File: config.mk
export PLATFORM = sky130hd
export DESIGN_NAME = hazard_unit_flat
export DESIGN_NICKNAME = d
export VERILOG_FILES = /design/src/rtl/hazard_unit_if.sv /design/src/rtl/hazard_unit.sv /design/src/flat_wrapper.sv
export SDC_FILE = /design/constraint.sdc
export NUM_CORES = 1
export LEC_CHECK = 0
export ABC_AREA = 1
export BUFFER_PORTS_ARGS = -buffer_cell sky130_fd_sc_hd__buf_2
export CAP_MARGIN = 15
export CORE_MARGIN = 4
export CORE_UTILIZATION = 49
export DETAILED_ROUTE_END_ITERATION = 8
export PLACE_DENSITY = 0.77
export RECOVER_POWER = 25
export SETUP_SLACK_MARGIN = 0.4
export SLEW_MARGIN = 25
export SYNTH_ARGS = -nofsm -noshare
export SYNTH_HDL_FRONTEND = slang
export SYNTH_SLANG_ARGS = --single-unit
File: constraint.sdc
create_clock -name clk -period 2.9 [get_ports clk]
set_clock_uncertainty 0.2 [all_clocks]
set_input_delay 0.58 -clock clk [delete_from_list [all_inputs] [get_ports clk]]
set_output_delay 0.58 -clock clk [all_outputs]
set_load 0.02 [all_outputs]
File: src/rtl/hazard_unit_if.sv
// hazard_unit_if: datapath <-> hazard controller signal bundle
interface hazard_unit_if #(parameter int CNT_W = 16);
    logic [4:0]       Rs1, Rs2, Rs1E, Rs2E, RdE, Rdm;
    logic [1:0]       ResultSrcE, PCSrcE;
    logic             RegWriteM, RegWriteW, cnt_clr;
    logic             StallF, StallD, FlushD, FlushE;
    logic [1:0]       ForwardAE, ForwardBE;
    logic [CNT_W-1:0] stall_cnt, flush_cnt;
    modport master (
        output Rs1, Rs2, Rs1E, Rs2E, RdE, Rdm, ResultSrcE, PCSrcE, RegWriteM, RegWriteW, cnt_clr,
        input  StallF, StallD, FlushD, FlushE, ForwardAE, ForwardBE, stall_cnt, flush_cnt
    );
    modport slave (
        input  Rs1, Rs2, Rs1E, Rs2E, RdE, Rdm, ResultSrcE, PCSrcE, RegWriteM, RegWriteW, cnt_clr,
        output StallF, StallD, FlushD, FlushE, ForwardAE, ForwardBE, stall_cnt, flush_cnt
    );
endinterface

File: src/rtl/hazard_unit.sv
// hazard_unit: stall/flush/forward control for the five-stage pipeline with event counters
module hazard_unit #(
    parameter int CNT_W = 16
) (
    input logic          clk,
    input logic          rst,
    hazard_unit_if.slave hz_if
);
    logic [4:0]       r_rd_w;
    logic [1:0]       r_result_src_m;
    logic [CNT_W-1:0] r_stall_cnt, r_flush_cnt;
    logic             w_ctl, w_lw_stall, w_stall;
    // M can only supply ALU results (00) and immediates (11); loads and links come via W
    function automatic logic [1:0] fwd_sel(input logic [4:0] rs, input logic [4:0] rd_m,
                                           input logic wr_m, input logic [1:0] src_m,
                                           input logic [4:0] rd_w, input logic wr_w);
        logic m_hit;
        m_hit = wr_m && rd_m != 5'd0 && rd_m == rs;
        return (m_hit && src_m == 2'b00) ? 2'd2 :
               (m_hit && src_m == 2'b11) ? 2'd3 :
               (wr_w && rd_w != 5'd0 && rd_w == rs) ? 2'd1 : 2'd0;
    endfunction
    always_comb begin
        w_ctl      = hz_if.PCSrcE != 2'b00;
        w_lw_stall = (hz_if.ResultSrcE == 2'b01 || hz_if.ResultSrcE == 2'b10) && hz_if.RdE != 5'd0 &&
                     (hz_if.RdE == hz_if.Rs1 || hz_if.RdE == hz_if.Rs2);
        w_stall    = !rst && w_lw_stall && !w_ctl;
    end
    assign hz_if.StallF    = w_stall;
    assign hz_if.StallD    = w_stall;
    assign hz_if.FlushD    = rst || w_ctl;
    assign hz_if.FlushE    = rst || w_lw_stall || w_ctl;
    assign hz_if.ForwardAE = rst ? 2'd0 : fwd_sel(hz_if.Rs1E, hz_if.Rdm, hz_if.RegWriteM, r_result_src_m,
                                                  r_rd_w, hz_if.RegWriteW);
    assign hz_if.ForwardBE = rst ? 2'd0 : fwd_sel(hz_if.Rs2E, hz_if.Rdm, hz_if.RegWriteM, r_result_src_m,
                                                  r_rd_w, hz_if.RegWriteW);
    assign hz_if.stall_cnt = r_stall_cnt;
    assign hz_if.flush_cnt = r_flush_cnt;
    always_ff @(posedge clk) begin
        if (rst) begin
            r_rd_w         <= 5'd0;
            r_result_src_m <= 2'b00;
            r_stall_cnt    <= '0;
            r_flush_cnt    <= '0;
        end else begin
            r_rd_w         <= hz_if.Rdm;
            r_result_src_m <= hz_if.ResultSrcE;
            if (hz_if.cnt_clr)
                r_stall_cnt <= '0;
            else if (w_stall && !(&r_stall_cnt))
                r_stall_cnt <= r_stall_cnt + CNT_W'(1);
            if (hz_if.cnt_clr)
                r_flush_cnt <= '0;
            else if (w_ctl && !(&r_flush_cnt))
                r_flush_cnt <= r_flush_cnt + CNT_W'(1);
        end
    end
endmodule

File: src/flat_wrapper.sv
// flat-port wrapper written by rule: the top's interface ports become plain ports
module hazard_unit_flat 
#(
    parameter int CNT_W = 16
)
  (clk, rst, hz_if_Rs1, hz_if_Rs2, hz_if_Rs1E, hz_if_Rs2E, hz_if_RdE, hz_if_Rdm, hz_if_ResultSrcE, hz_if_PCSrcE, hz_if_RegWriteM, hz_if_RegWriteW, hz_if_cnt_clr, hz_if_StallF, hz_if_StallD, hz_if_FlushD, hz_if_FlushE, hz_if_ForwardAE, hz_if_ForwardBE, hz_if_stall_cnt, hz_if_flush_cnt);
  hazard_unit_if #(.CNT_W(CNT_W)) hz_if_i ();
  input logic clk;
  input logic rst;
  input wire logic [$bits(hz_if_i.Rs1)-1:0] hz_if_Rs1;
  input wire logic [$bits(hz_if_i.Rs2)-1:0] hz_if_Rs2;
  input wire logic [$bits(hz_if_i.Rs1E)-1:0] hz_if_Rs1E;
  input wire logic [$bits(hz_if_i.Rs2E)-1:0] hz_if_Rs2E;
  input wire logic [$bits(hz_if_i.RdE)-1:0] hz_if_RdE;
  input wire logic [$bits(hz_if_i.Rdm)-1:0] hz_if_Rdm;
  input wire logic [$bits(hz_if_i.ResultSrcE)-1:0] hz_if_ResultSrcE;
  input wire logic [$bits(hz_if_i.PCSrcE)-1:0] hz_if_PCSrcE;
  input wire logic [$bits(hz_if_i.RegWriteM)-1:0] hz_if_RegWriteM;
  input wire logic [$bits(hz_if_i.RegWriteW)-1:0] hz_if_RegWriteW;
  input wire logic [$bits(hz_if_i.cnt_clr)-1:0] hz_if_cnt_clr;
  output wire logic [$bits(hz_if_i.StallF)-1:0] hz_if_StallF;
  output wire logic [$bits(hz_if_i.StallD)-1:0] hz_if_StallD;
  output wire logic [$bits(hz_if_i.FlushD)-1:0] hz_if_FlushD;
  output wire logic [$bits(hz_if_i.FlushE)-1:0] hz_if_FlushE;
  output wire logic [$bits(hz_if_i.ForwardAE)-1:0] hz_if_ForwardAE;
  output wire logic [$bits(hz_if_i.ForwardBE)-1:0] hz_if_ForwardBE;
  output wire logic [$bits(hz_if_i.stall_cnt)-1:0] hz_if_stall_cnt;
  output wire logic [$bits(hz_if_i.flush_cnt)-1:0] hz_if_flush_cnt;
  assign hz_if_i.Rs1 = hz_if_Rs1;
  assign hz_if_i.Rs2 = hz_if_Rs2;
  assign hz_if_i.Rs1E = hz_if_Rs1E;
  assign hz_if_i.Rs2E = hz_if_Rs2E;
  assign hz_if_i.RdE = hz_if_RdE;
  assign hz_if_i.Rdm = hz_if_Rdm;
  assign hz_if_i.ResultSrcE = hz_if_ResultSrcE;
  assign hz_if_i.PCSrcE = hz_if_PCSrcE;
  assign hz_if_i.RegWriteM = hz_if_RegWriteM;
  assign hz_if_i.RegWriteW = hz_if_RegWriteW;
  assign hz_if_i.cnt_clr = hz_if_cnt_clr;
  assign hz_if_StallF = hz_if_i.StallF;
  assign hz_if_StallD = hz_if_i.StallD;
  assign hz_if_FlushD = hz_if_i.FlushD;
  assign hz_if_FlushE = hz_if_i.FlushE;
  assign hz_if_ForwardAE = hz_if_i.ForwardAE;
  assign hz_if_ForwardBE = hz_if_i.ForwardBE;
  assign hz_if_stall_cnt = hz_if_i.stall_cnt;
  assign hz_if_flush_cnt = hz_if_i.flush_cnt;
  hazard_unit #(.CNT_W(CNT_W)) u_core (.clk(clk), .rst(rst), .hz_if(hz_if_i));
endmodule
### Word-level counts from Yosys, hierarchy flattened

Index checks and enable logic that the tools add are counted.

| word-level totals | value |
|---|---|
| bits in writable memories | 0 |
| memories kept | 0 |
| output and inout bits | 40 |
| ROM bits | 0 |
| latch bits | 0 |
| register bits after elaboration | 39 |

| cells by class | value |
|---|---|
| multipliers | 0 |
| $lt $le $gt $ge | 0 |
| eq/ne operators | 9 |
| $add $sub $neg | 2 |
| multiplexer cells | 8 |
| shift operators | 0 |
| divide/modulo/power cells | 0 |
| bitwise operators | 0 |
| reductions and logical operators | 33 |

Operator list:

| kind | number |
|---|---|
| 16-bit by 1-bit adder with 16-bit output, second input constant | 2 |
| 16-bit AND reduction | 2 |
| 5-bit equality test | 6 |
| 1-bit logical AND | 16 |
| 5-bit nonzero test | 3 |
| 2-bit two-way mux | 6 |
| 1-bit logical OR | 5 |
| 2-bit equality test, second input constant | 2 |
| 1-bit zero test | 4 |
| 2-bit by 1-bit equality test with 1-bit output, second input constant | 1 |
| 2-bit zero test | 1 |
| 1-bit two-way mux | 2 |
| 2-bit nonzero test | 1 |
| 2-bit OR reduction | 1 |

### Longest topological paths before layout

Gate-level depths: netlist of run 1.

| logic depth | value |
|---|---|
| depth after elaboration | 7 |
| mapped depth | 11 |

### Least setup slack after synthesis of run 1

OpenSTA, ideal clock, no wires.

| path | value |
|---|---|
| path type | input to output |
| start | input hz_if_Rdm[0] |
| end | output hz_if_ForwardBE[1] |
| arrival | 1.628 ns |
| path slack | 0.492 ns |
| cell stages on the path | 5 |
| path through | xnor2_1 -> nand3_1 -> nor3_1 -> nand3_1 -> a211oi_1 |

| on the way | value |
|---|---|
| cells in the longest elaborated chain, start to end | 7 |
| elaborated cells on any way between the ends | 9 |

RTL lines:

| what | line | source |
|---|---|---|
| start: declaration | flat_wrapper.sv:15 | `input wire logic [$bits(hz_if_i.Rdm)-1:0] hz_if_Rdm;` |
| 5-bit nonzero test | hazard_unit.sv:18 | `m_hit = wr_m && rd_m != 5'd0 && rd_m == rs;` |
| 1-bit logical AND | hazard_unit.sv:18 |  |
| 1-bit logical AND (*) | hazard_unit.sv:18 |  |
| 1-bit logical AND | hazard_unit.sv:20 | `(m_hit && src_m == 2'b11) ? 2'd3 :` |
| 2-bit two-way mux | hazard_unit.sv:20 |  |
| 2-bit two-way mux (*) | hazard_unit.sv:19 | `return (m_hit && src_m == 2'b00) ? 2'd2 :` |
| 2-bit two-way mux (*) | hazard_unit.sv:35 | `assign hz_if.ForwardBE = rst ? 2'd0 : fwd_sel(hz_if.Rs2E, hz_if.Rdm, hz_if.RegWriteM, r_result_src_m,` |
| end: declaration | flat_wrapper.sv:26 | `output wire logic [$bits(hz_if_i.ForwardBE)-1:0] hz_if_ForwardBE;` |

Every way passes the cells marked *; elsewhere a longest branch is shown, timed or not.

### Worst setup path after layout of run 1

| path | value |
|---|---|
| start | input hz_if_Rs2E[0] |
| end | output hz_if_ForwardBE[1] |

| on the way | value |
|---|---|
| cells in the longest elaborated chain, start to end | 6 |
| elaborated cells on any way between the ends | 7 |

RTL lines:

| what | line | source |
|---|---|---|
| start: declaration | flat_wrapper.sv:13 | `input wire logic [$bits(hz_if_i.Rs2E)-1:0] hz_if_Rs2E;` |
| 5-bit equality test (*) | hazard_unit.sv:18 |  |
| 1-bit logical AND (*) | hazard_unit.sv:18 |  |
| 1-bit logical AND | hazard_unit.sv:20 |  |
| 2-bit two-way mux | hazard_unit.sv:20 |  |
| 2-bit two-way mux (*) | hazard_unit.sv:19 |  |
| 2-bit two-way mux (*) | hazard_unit.sv:35 |  |

Marks and branches as above.

==> results of run 1 <==
## cells by family (layout without fill, tap and decap cells)
| kind of cell | count (synthesis) | count (layout) | share of synthesized area (%) |
|---|---|---|---|
| AND/OR/NAND/NOR | 222 | 222 | 37.6 |
| buffers and inverters | 66 | 145 | 10.4 |
| AO/OA/AOI/OAI | 40 | 40 | 8.42 |
| flip-flops | 39 | 39 | 31.1 |
| XOR/XNOR | 33 | 33 | 11.5 |
| adder cells (fa/ha/maj) | 2 | 2 | 0.996 |
## stage by stage
step	setup WS (ps)	cell area (um2)	cells
after floorplan	492	2510	402
after global placement	442	2950	540
after detailed placement	399	2950	540
after CTS	404	3040	548
after global routing	293	3110	548
final	453	3110	548
## Yosys cell counts (3+ instances only)
master | instances | area share [%]
buf_4 | 3 | 0.90
dfxtp_1 | 39 | 31
a21oi_1 | 22 | 4.4
nand2_1 | 112 | 17
xnor2_1 | 16 | 5.6
xor2_1 | 17 | 5.9
inv_1 | 55 | 8.2
nand3_1 | 20 | 4.0
a211oi_1 | 4 | 1.2
nor3_1 | 9 | 1.8
nor2_1 | 57 | 8.5
o21ai_0 | 13 | 2.6
clkbuf_1 | 4 | 0.60
nand4_1 | 13 | 3.2
## critical path, cell delays in order
cell and delay, ps:
buf_8 100, xnor2_2 150, nand3_1 110, nor3_2 240, nand3_1 140, a211oi_2 170, buf_4 170
## timing repair
item                                    CTS  global route
resized for setup                         1            29
hold buffers                              0             0
endpoints found under the setup margin    1             4
gates cloned                              0             0
hold endpoints to repair                  0             0
pin swaps                                 0            11
## flip-flops by register name (all words and copies together) (netlist names)
| name | count |
|---|---|
| u_core.hz_if.flush_cnt | 16 |
| u_core.hz_if.stall_cnt | 16 |
| u_core.r_rd_w | 5 |
| u_core.r_result_src_m | 2 |
## layer usage
layer / track usage, % / vias up / routed length, um
met5: 0 / - / 0
met4: 5.84 / 0 / 65
met1: 23.9 / 1182 / 2740
li1: - / 1414 / -
met2: 34.6 / 68 / 3070
met3: 3.84 / 7 / 405
## placed cells by master, fill, tap and decap left out, drive strengths merged
cell	count
nor3	10
a31oi	1
dfxtp	39
o21ai	13
and2	1
nor3b	2
nand4	14
and3	1
or2	1
clkinvlp	1
clkinv	2
inv	57
xor2	17
nand2	113
ha	2
nor2	59
xnor2	16
nand3	21
clkbuf	19
a211oi	4
a21oi	22
buf	66
## power breakdown
part           switching, mW  internal [mW]  leakage [nW]  total (mW)
logic                 0.0866         0.0634          1.03       0.150
clock network          0.189          0.168        0.0412       0.357
registers            0.00621          0.542         0.316       0.548
total                  0.282          0.773          1.39        1.06
## layout make-up
type	instances	area share (%)
clock buffer	6	2.33
clock inverter	2	0.402
inverter	58	7.16
multi-input combinational	297	48.6
sequential	39	25.1
tap	67	2.70
timing repair buffer	79	13.8
## path summary, 6_finish.rpt
kind	from	to	slack, ps	cells after the start
hold reg to reg	u_core.hz_if.flush_cnt[4]$_SDFFE_PP0P_	u_core.hz_if.flush_cnt[4]$_SDFFE_PP0P_	280	2
setup / recovery	hz_if_Rs2E[0]	hz_if_ForwardBE[1]	450	7
hold / removal	u_core.hz_if.flush_cnt[4]$_SDFFE_PP0P_	u_core.hz_if.flush_cnt[4]$_SDFFE_PP0P_	280	2
setup reg to reg	u_core.hz_if.flush_cnt[0]$_SDFFE_PP0P_	u_core.hz_if.flush_cnt[0]$_SDFFE_PP0P_	710	8
==> results.ini, run 1 <==
[status]
status=completed

[layout]
fill_cells=492
drive_above_1_share_pct=19.8
regArea_um2=781
nNetsFinal=521
area_growth_pct=23.8
multi_input_area_um2=1510
post-route-util_pct=64.2
antenna_cells=0

[floorplanning]
dieArea_um2=6340
row_count=25
die_y_um=79.6
io_pins=79
initial_core_util_pct=51.8
fp.dieW_um=79.6
core_um2=4850

[detailed_routing]
via_per_inst=4.87
drtIter0Drc=64
vias=2671
antenna_left=0
first_pass_iters=4
drc_errors=0
finalWirelength_um=6280
wl_per_cell_um=11.5

[global_route]
groute.usage.overall_pct=19.6
grt_max_degree=22
grt_pass1_wl_um=10200
grt_pass1_vias=2371
overflow=0
antenna_found_initial=0

[timing]
min_period_over_period_pct=84.4
finalCriticalPeriod_ps=2450
timing.fmax_ghz=0.409
tightest_slew_ps=657
relSlewSlack_pct=56.2
finalHoldViolCount=0
rsz0062_at_grt=true
setup_viol=0
slew_violations=0
tns_ps=0
whs_ps=282

[worst_setup_path]
end_kind=output pin
critical_path.startpoint_type=primary input
path_class=in -> out
critPathMaxFanout=2
arrival_ps=1670
worstPathRequired_ps=2120

[synth]
synth-seq-area-share_pct=31.1
synthArstFlopShare_pct=0
synth-warning-count=0
ys_seq_elements=39
synth_edf_count=0
synthesis.nets=443
synth_cell_types=28
syn_area_per_cell_um2=6.25
synthCells=402
ys.flop_type=dfxtp_1
syn_area_um2=2510

[clock_network]
h-tree-depth=2
clock_latency_ps=290
clockBufferDepth=2
cts_buffers=5
cts_sinks=39
cts_tree=built
clk_pin_slew_worst_paths_ps=80
root_buffer=clkbuf_8
post_cts_buffers=0

[power]
p_per_area_nw_per_um2=339
p_total_mw=1.06
p_leak_nw=1.39
peakVddDrop_mv=0.310

[place]
place.gp.congestion=0.842
port_buffers=78
hpwl_um=4800

[min_path]
hold_class=reg -> reg

[job]
max_cap_violations=0

No activity file was read; power rests on OpenSTA's default activity.
==> inputs of run 2 (changes only) <==
==> constraint.sdc (replaced) <==
create_clock -name clk -period 2.52 [get_ports clk]
set_clock_uncertainty 0.2 [all_clocks]
set_input_delay 0.504 -clock clk [delete_from_list [all_inputs] [get_ports clk]]
set_output_delay 0.504 -clock clk [all_outputs]
set_load 0.02 [all_outputs]
==> results.ini, run 2 (same netlist as run 1, synthesis figures left out) <==
[status]
status=completed

[timing]
slew_violations=0  ; unchanged
whs_ps=249  ; -33.0 ps
tightest_slew_ps=689  ; +31.9 ps
timing.fmax_ghz=0.442
finalCriticalPeriod_ps=2260
relSlewSlack_pct=54.0  ; -2.1 points
min_period_over_period_pct=89.8
finalHoldViolCount=0  ; unchanged
setup_viol=0  ; unchanged
rsz0062_at_grt=true
tns_ps=0  ; unchanged

[global_route]
grt_max_degree=22  ; unchanged
overflow=0  ; unchanged
groute.usage.overall_pct=20.3  ; +0.71 points
grt-busiest-layer=met2
use_met2_pct=34.8  ; +0.25 points
global_route.usage.met3_pct=3.16  ; -0.68 points
grt_pass1_vias=2445  ; +3.1%
antenna_found_initial=0  ; unchanged
grt_use_met1_pct=26.5  ; +2.6 points
grt_pass1_wl_um=10600  ; +3.2%

[worst_setup_path]
arrival_ps=1560  ; -110 ps
end_kind=output pin
critPathMaxFanout=11  ; +9
worstPathRequired_ps=1820  ; -300 ps
path_class=in -> out
critical_path.startpoint_type=primary input

[clock_network]
cts_tree=built
cts_sinks=39  ; unchanged
clockBufferDepth=2  ; unchanged
root_buffer=clkbuf_8
h-tree-depth=2  ; unchanged
holdBufCountCts=0  ; unchanged
clock_latency_ps=280  ; about the same
cts_buffers=5  ; unchanged
clk_pin_slew_worst_paths_ps=80  ; about the same

[detailed_routing]
finalWirelength_um=6530  ; +4.1%
wl_per_cell_um=11.7  ; +2.2%
antenna_left=0  ; unchanged
drtIter0Drc=85  ; +33%
first_pass_iters=4  ; unchanged
vias=2784  ; +4.2%
via_per_inst=4.99  ; +2.4%
drc_errors=0  ; unchanged

[min_path]
hold_class=in -> reg

[layout]
final_common_cell=nand2_1
area_growth_pct=31.4
antenna_cells=0  ; unchanged
nNetsFinal=531  ; +1.9%
regArea_um2=786  ; +0.64%
fill_cells=465  ; -5.5%
drive_above_1_share_pct=25.7  ; +5.9 points
final_cell_mix=nand2_1 (109), nor2_1 (54), buf_2 (47), inv_1 (41), dfxtp_1 (35)
multi_input_area_um2=1550  ; +2.9%

[floorplanning]
core_um2=4850  ; unchanged
io_pins=79  ; unchanged
die_y_um=79.6  ; unchanged
fp.dieW_um=79.6  ; unchanged
dieArea_um2=6340  ; unchanged
row_count=25  ; unchanged
initial_core_util_pct=51.8  ; unchanged

[power]
p_per_area_nw_per_um2=395  ; +17%
peakVddDrop_mv=0.375  ; +21%
p_leak_nw=1.45  ; +4.3%

[place]
place.gp.congestion=0.830  ; -1.4%
port_buffers=78  ; unchanged
hpwl_um=4900  ; +2.0%

[job]
max_cap_violations=0  ; unchanged

-- run 2: layer usage --
metal / wire length [um] / part of all wire, %
met5: 0 / 0
met4: 45 / 0.69
met3: 343 / 5.2
met2: 3100 / 47
met1: 3040 / 47
-- run 2: cell type report --
class	instances	area share, %
Clock buffer	7	2.92
Clock inverter	1	0.227
Inverter	58	6.86
Multi-Input combinational cell	297	47.1
Sequential cell	39	23.8
Tap cell	67	2.54
Timing Repair Buffer	89	16.6
-- run 2: worst max-delay path: stages --
cell and delay (ps):
clkbuf_1 160, clkbuf_1 460, inv_1 110, o21ai_1 110, nor2_1 60, buf_4 150
-- run 2: where the power goes --
group | total [mW] | switching (mW) | internal (mW)
clock network | 0.470 | 0.221 | 0.249
logic | 0.204 | 0.111 | 0.0924
registers | 0.631 | 0.00725 | 0.624
-- run 2: final timing paths --
path / startpoint / endpoint / slack [ps] / depth (start not counted)
worst max-delay path: rst / hz_if_ForwardBE[0] / 260 / 6
worst min register to register: u_core.hz_if.flush_cnt[4]$_SDFFE_PP0P_ / u_core.hz_if.flush_cnt[4]$_SDFFE_PP0P_ / 290 / 2
worst max register to register: u_core.hz_if.flush_cnt[0]$_SDFFE_PP0P_ / u_core.hz_if.flush_cnt[13]$_SDFFE_PP0P_ / 560 / 11
worst min-delay path: hz_if_ResultSrcE[0] / u_core.r_result_src_m[0]$_SDFF_PP0_ / 250 / 3
-- run 2: per-stage QoR --
stage	setup WS (ps)	cells	utilization (%)	cell area [um2]	total power [mW]
detailed placement	162	542	61.4	2980	0.806
finish	256	558	68.1	3300	1.31
CTS	252	556	65.7	3190	1.29
floorplan	436	402	-	2520	0.739
global route	161	558	68.1	3300	1.37
global placement	191	542	61.4	2980	0.801
-- run 2: repair_timing --
action / CTS / global route
buffers inserted: 6 / 2
gates cloned: 0 / 0
endpoints found under the hold margin: 0 / 0
endpoints found under the setup margin: 6 / 24
resized for setup: 22 / 45
pin swaps: 7 / 22
==> inputs of run 3 (changes only) <==
--- a/config.mk
+++ b/config.mk
@@ -5,13 +5,11 @@
 export SDC_FILE = /design/constraint.sdc
 export NUM_CORES = 1
 export LEC_CHECK = 0
-export ABC_AREA = 1
 export BUFFER_PORTS_ARGS = -buffer_cell sky130_fd_sc_hd__buf_2
 export CAP_MARGIN = 15
 export CORE_MARGIN = 4
-export CORE_UTILIZATION = 49
+export CORE_UTILIZATION = 37
 export DETAILED_ROUTE_END_ITERATION = 8
-export PLACE_DENSITY = 0.77
 export RECOVER_POWER = 25
 export SETUP_SLACK_MARGIN = 0.4
 export SLEW_MARGIN = 25
==> results.ini, run 3 <==
[status]
status=finished with violations
failed_checks=setup timing

[worst_setup_path]
arrival_ps=1920  ; +360 ps
r2r-start=u_core.hz_if.stall_cnt[0]$_SDFFE_PP0P_
end_kind=output pin
ff2ff_path_depth=6  ; -5
crit_start=hz_if_Rdm[4]
slowest_stage=or4_4
path_class=in -> out
r2r-end=u_core.hz_if.stall_cnt[11]$_SDFFE_PP0P_
critPathMaxFanout=4  ; -7
critical_path.startpoint_type=primary input
critical_path.max_stage_delay_ps=550  ; +90 ps
crit_chain=buf_8, or4_4, o211ai_1, nor3_1, nor2_4, nor4_4, buf_4
r2r_setup_slack_ps=470  ; -90 ps
worstPathRequired_ps=1820  ; about the same

[synth]
syn_area_per_cell_um2=8.27  ; +32%
synthMuxAreaShare_pct=1.25  ; +1.3 points
yosysMostFrequentCell=dfxtp_1
synth_xor_area_share_pct=16.1  ; +4.6 points
yosysTopAreaCellShare_pct=32.6  ; +1.5 points
synth_edf_count=0  ; unchanged
ys_seq_elements=39  ; unchanged
synth_top_family_by_area=simple AND/OR/NAND/NOR gates
synth-simple-area-share_pct=32.9  ; -4.8 points
yosys.area.top_type=dfxtp_1
synth_area_leaders=dfxtp_1 (33%), xnor2_1 (13%), nor2_1 (4.4%), or4_1 (4.4%), nand3_1 (4.0%)
synth-seq-area-share_pct=32.6  ; +1.5 points
synthTopCellsByCount=dfxtp_1 (39), xnor2_1 (35), nor2_1 (28)
ys.flop_type=dfxtp_1
syn_area_um2=2400  ; -4.5%
synth_cell_types=43  ; +54%
synth_compound_area_share_pct=12.7  ; +4.3 points
synth-warning-count=0  ; unchanged
synthCells=290  ; -28%
synthArstFlopShare_pct=0  ; unchanged
synthesis.nets=331  ; -25%
synthAdderAreaFrac_pct=1.04  ; +0.047 points

[power]
p_per_area_nw_per_um2=390  ; -1.5%
peakVddDrop_mv=0.310  ; -17%
p_leak_nw=1.32  ; -8.9%
p_total_mw=1.35  ; +3.3%

[timing]
setup_viol=2  ; +2
setup_ws_ps=-105  ; -361 ps
timing.fmax_ghz=0.381  ; -14%
finalCriticalPeriod_ps=2620  ; +361 ps
finalHoldViolCount=0  ; unchanged
rsz0062_at_grt=true
slew_violations=0  ; unchanged
tightest_slew_ps=555  ; -133 ps
relSlewSlack_pct=62.7  ; +8.7 points
min_period_over_period_pct=104  ; +14 points

[clock_network]
cts_sinks=39  ; unchanged
clock_latency_ps=300  ; +20 ps
cts_buffers=5  ; unchanged
root_buffer=clkbuf_8
clockBufferDepth=2  ; unchanged
cts_tree=built
h-tree-depth=2  ; unchanged
clk_pin_slew_worst_paths_ps=80  ; about the same

[layout]
nNetsFinal=427  ; -20%
area_growth_pct=44.2
final_common_cell=buf_2
post-route-util_pct=54.8  ; -13 points
final_cells=464  ; -17%
stdcell_area_um2=3460  ; +4.8%
final_cell_mix=buf_2 (62), dfxtp_1 (29), xnor2_1 (26), buf_4 (25), nor2_1 (23)
drive_above_1_share_pct=43.4  ; +18 points
antenna_cells=0  ; unchanged
fill_cells=612  ; +32%

[place]
place_ws_ps=-58.2  ; -220 ps
dp.cells=451  ; -17%
dpl_cell_area_um2=3040  ; +2.0%
port_buffers=78  ; unchanged
place.gp.congestion=0.822  ; -0.96%
hpwl_um=5060  ; +3.3%

[floorplanning]
row_count=29  ; +16%
dieArea_um2=7830  ; +24%
fp.dieW_um=88.5  ; +11%
core_um2=6310  ; +30%
io_pins=79  ; unchanged
initial_core_util_pct=38.0  ; -14 points
die_y_um=88.5  ; +11%

[detailed_routing]
via_per_inst=5.42  ; +8.6%
antenna_left=0  ; unchanged
wl_per_cell_um=15.5  ; +32%
drtIter0Drc=83  ; -2.4%
first_pass_iters=4  ; unchanged
vias=2514  ; -9.7%
drc_errors=0  ; unchanged
finalWirelength_um=7200  ; +10%

[min_path]
min_to=u_core.r_result_src_m[1]$_SDFF_PP0_
hold_class=in -> reg
timing.hold.worst.start=hz_if_ResultSrcE[1]
min_path_cells=2  ; -1

[global_route]
grt_max_degree=27  ; +23%
antenna_found_initial=0  ; unchanged
overflow=0  ; unchanged
grt_pass1_wl_um=10700  ; +1.6%
groute.usage.overall_pct=17.4  ; -2.9 points
grt_pass1_vias=2320  ; -5.1%

[job]
max_cap_violations=0  ; unchanged

-- run 3: cell count changes after synthesis, moves of 4 or more --
cell,previous run,this run
nand2_1,112,18
inv_1,55,3
nor2_1,57,28
xnor2_1,16,35
or4_1,0,14
nor4_1,0,12
o21ai_0,13,5
o31ai_1,0,8
xor2_1,17,9
nor2b_1,0,7
a21oi_1,22,16
or3_1,0,5
o211ai_1,0,4
-- run 3: repair_timing --
action                     4_1_cts  5_1_grt
setup endpoints to repair       14       16
gates cloned                     0        0
buffers inserted                 2        3
hold buffers                     0        0
resized for setup               30       41
pin swaps                       10       19
-- run 3: how the worst max path moves through the flow --
stage / cells past startpoint / endpoint
2_1_floorplan: 5 / hz_if_ForwardBE[0]
3_3_place_gp: 7 / hz_if_ForwardBE[0]
3_5_place_dp: 7 / hz_if_ForwardAE[0]
4_1_cts: 7 / hz_if_ForwardBE[0]
5_1_grt: 7 / hz_if_ForwardBE[0]
6_report: 7 / hz_if_ForwardBE[0]
-- run 3: through the flow --
stage          hold slack, ps  TNS, ps
2_1_floorplan             320        0
3_3_place_gp              286    -80.4
3_5_place_dp              290     -116
4_1_cts                   245     -146
5_1_grt                   261     -314
6_report                  247     -185
-- run 3: layout make-up --
type | count | area [um2] | share of cell area, %
clock buffer | 5 | 68.8 | 1.99
clock inverter | 3 | 23.8 | 0.687
inverter | 3 | 11.3 | 0.325
multi-input combinational | 236 | 1790 | 51.7
sequential | 39 | 798 | 23.1
tap | 77 | 96.3 | 2.78
timing repair buffer | 101 | 672 | 19.4
-- run 3: power by group --
part | internal, mW | leakage [nW] | switching [mW] | total [mW]
registers | 0.622 | 0.321 | 0.0106 | 0.633
logic | 0.131 | 0.955 | 0.140 | 0.271
clock network | 0.198 | 0.0408 | 0.246 | 0.444
-- run 3: logic make-up (layout without fill, tap and decap cells) --
group,count (synthesis),count (layout)
AO/OA/AOI/OAI,47,47
flip-flops,39,39
adder cells (fa/ha/maj),2,2
buffers and inverters,15,112
multiplexers,3,3
AND/OR/NAND/NOR,140,140
XOR/XNOR,44,44
-- run 3: critical path: cells and delay by family --
family / cells / cell delay (ps)
buffers and inverters: 2 / 260
AO/OA/AOI/OAI: 1 / 270
AND/OR/NAND/NOR: 4 / 890
-- run 3: layer usage --
metal	up-vias	global-route usage [%]	wire, um
li1	1262	-	-
met1	1183	22.4	3220
met2	62	29.0	3530
met3	7	2.89	340
met4	0	6.59	100
met5	-	0	0
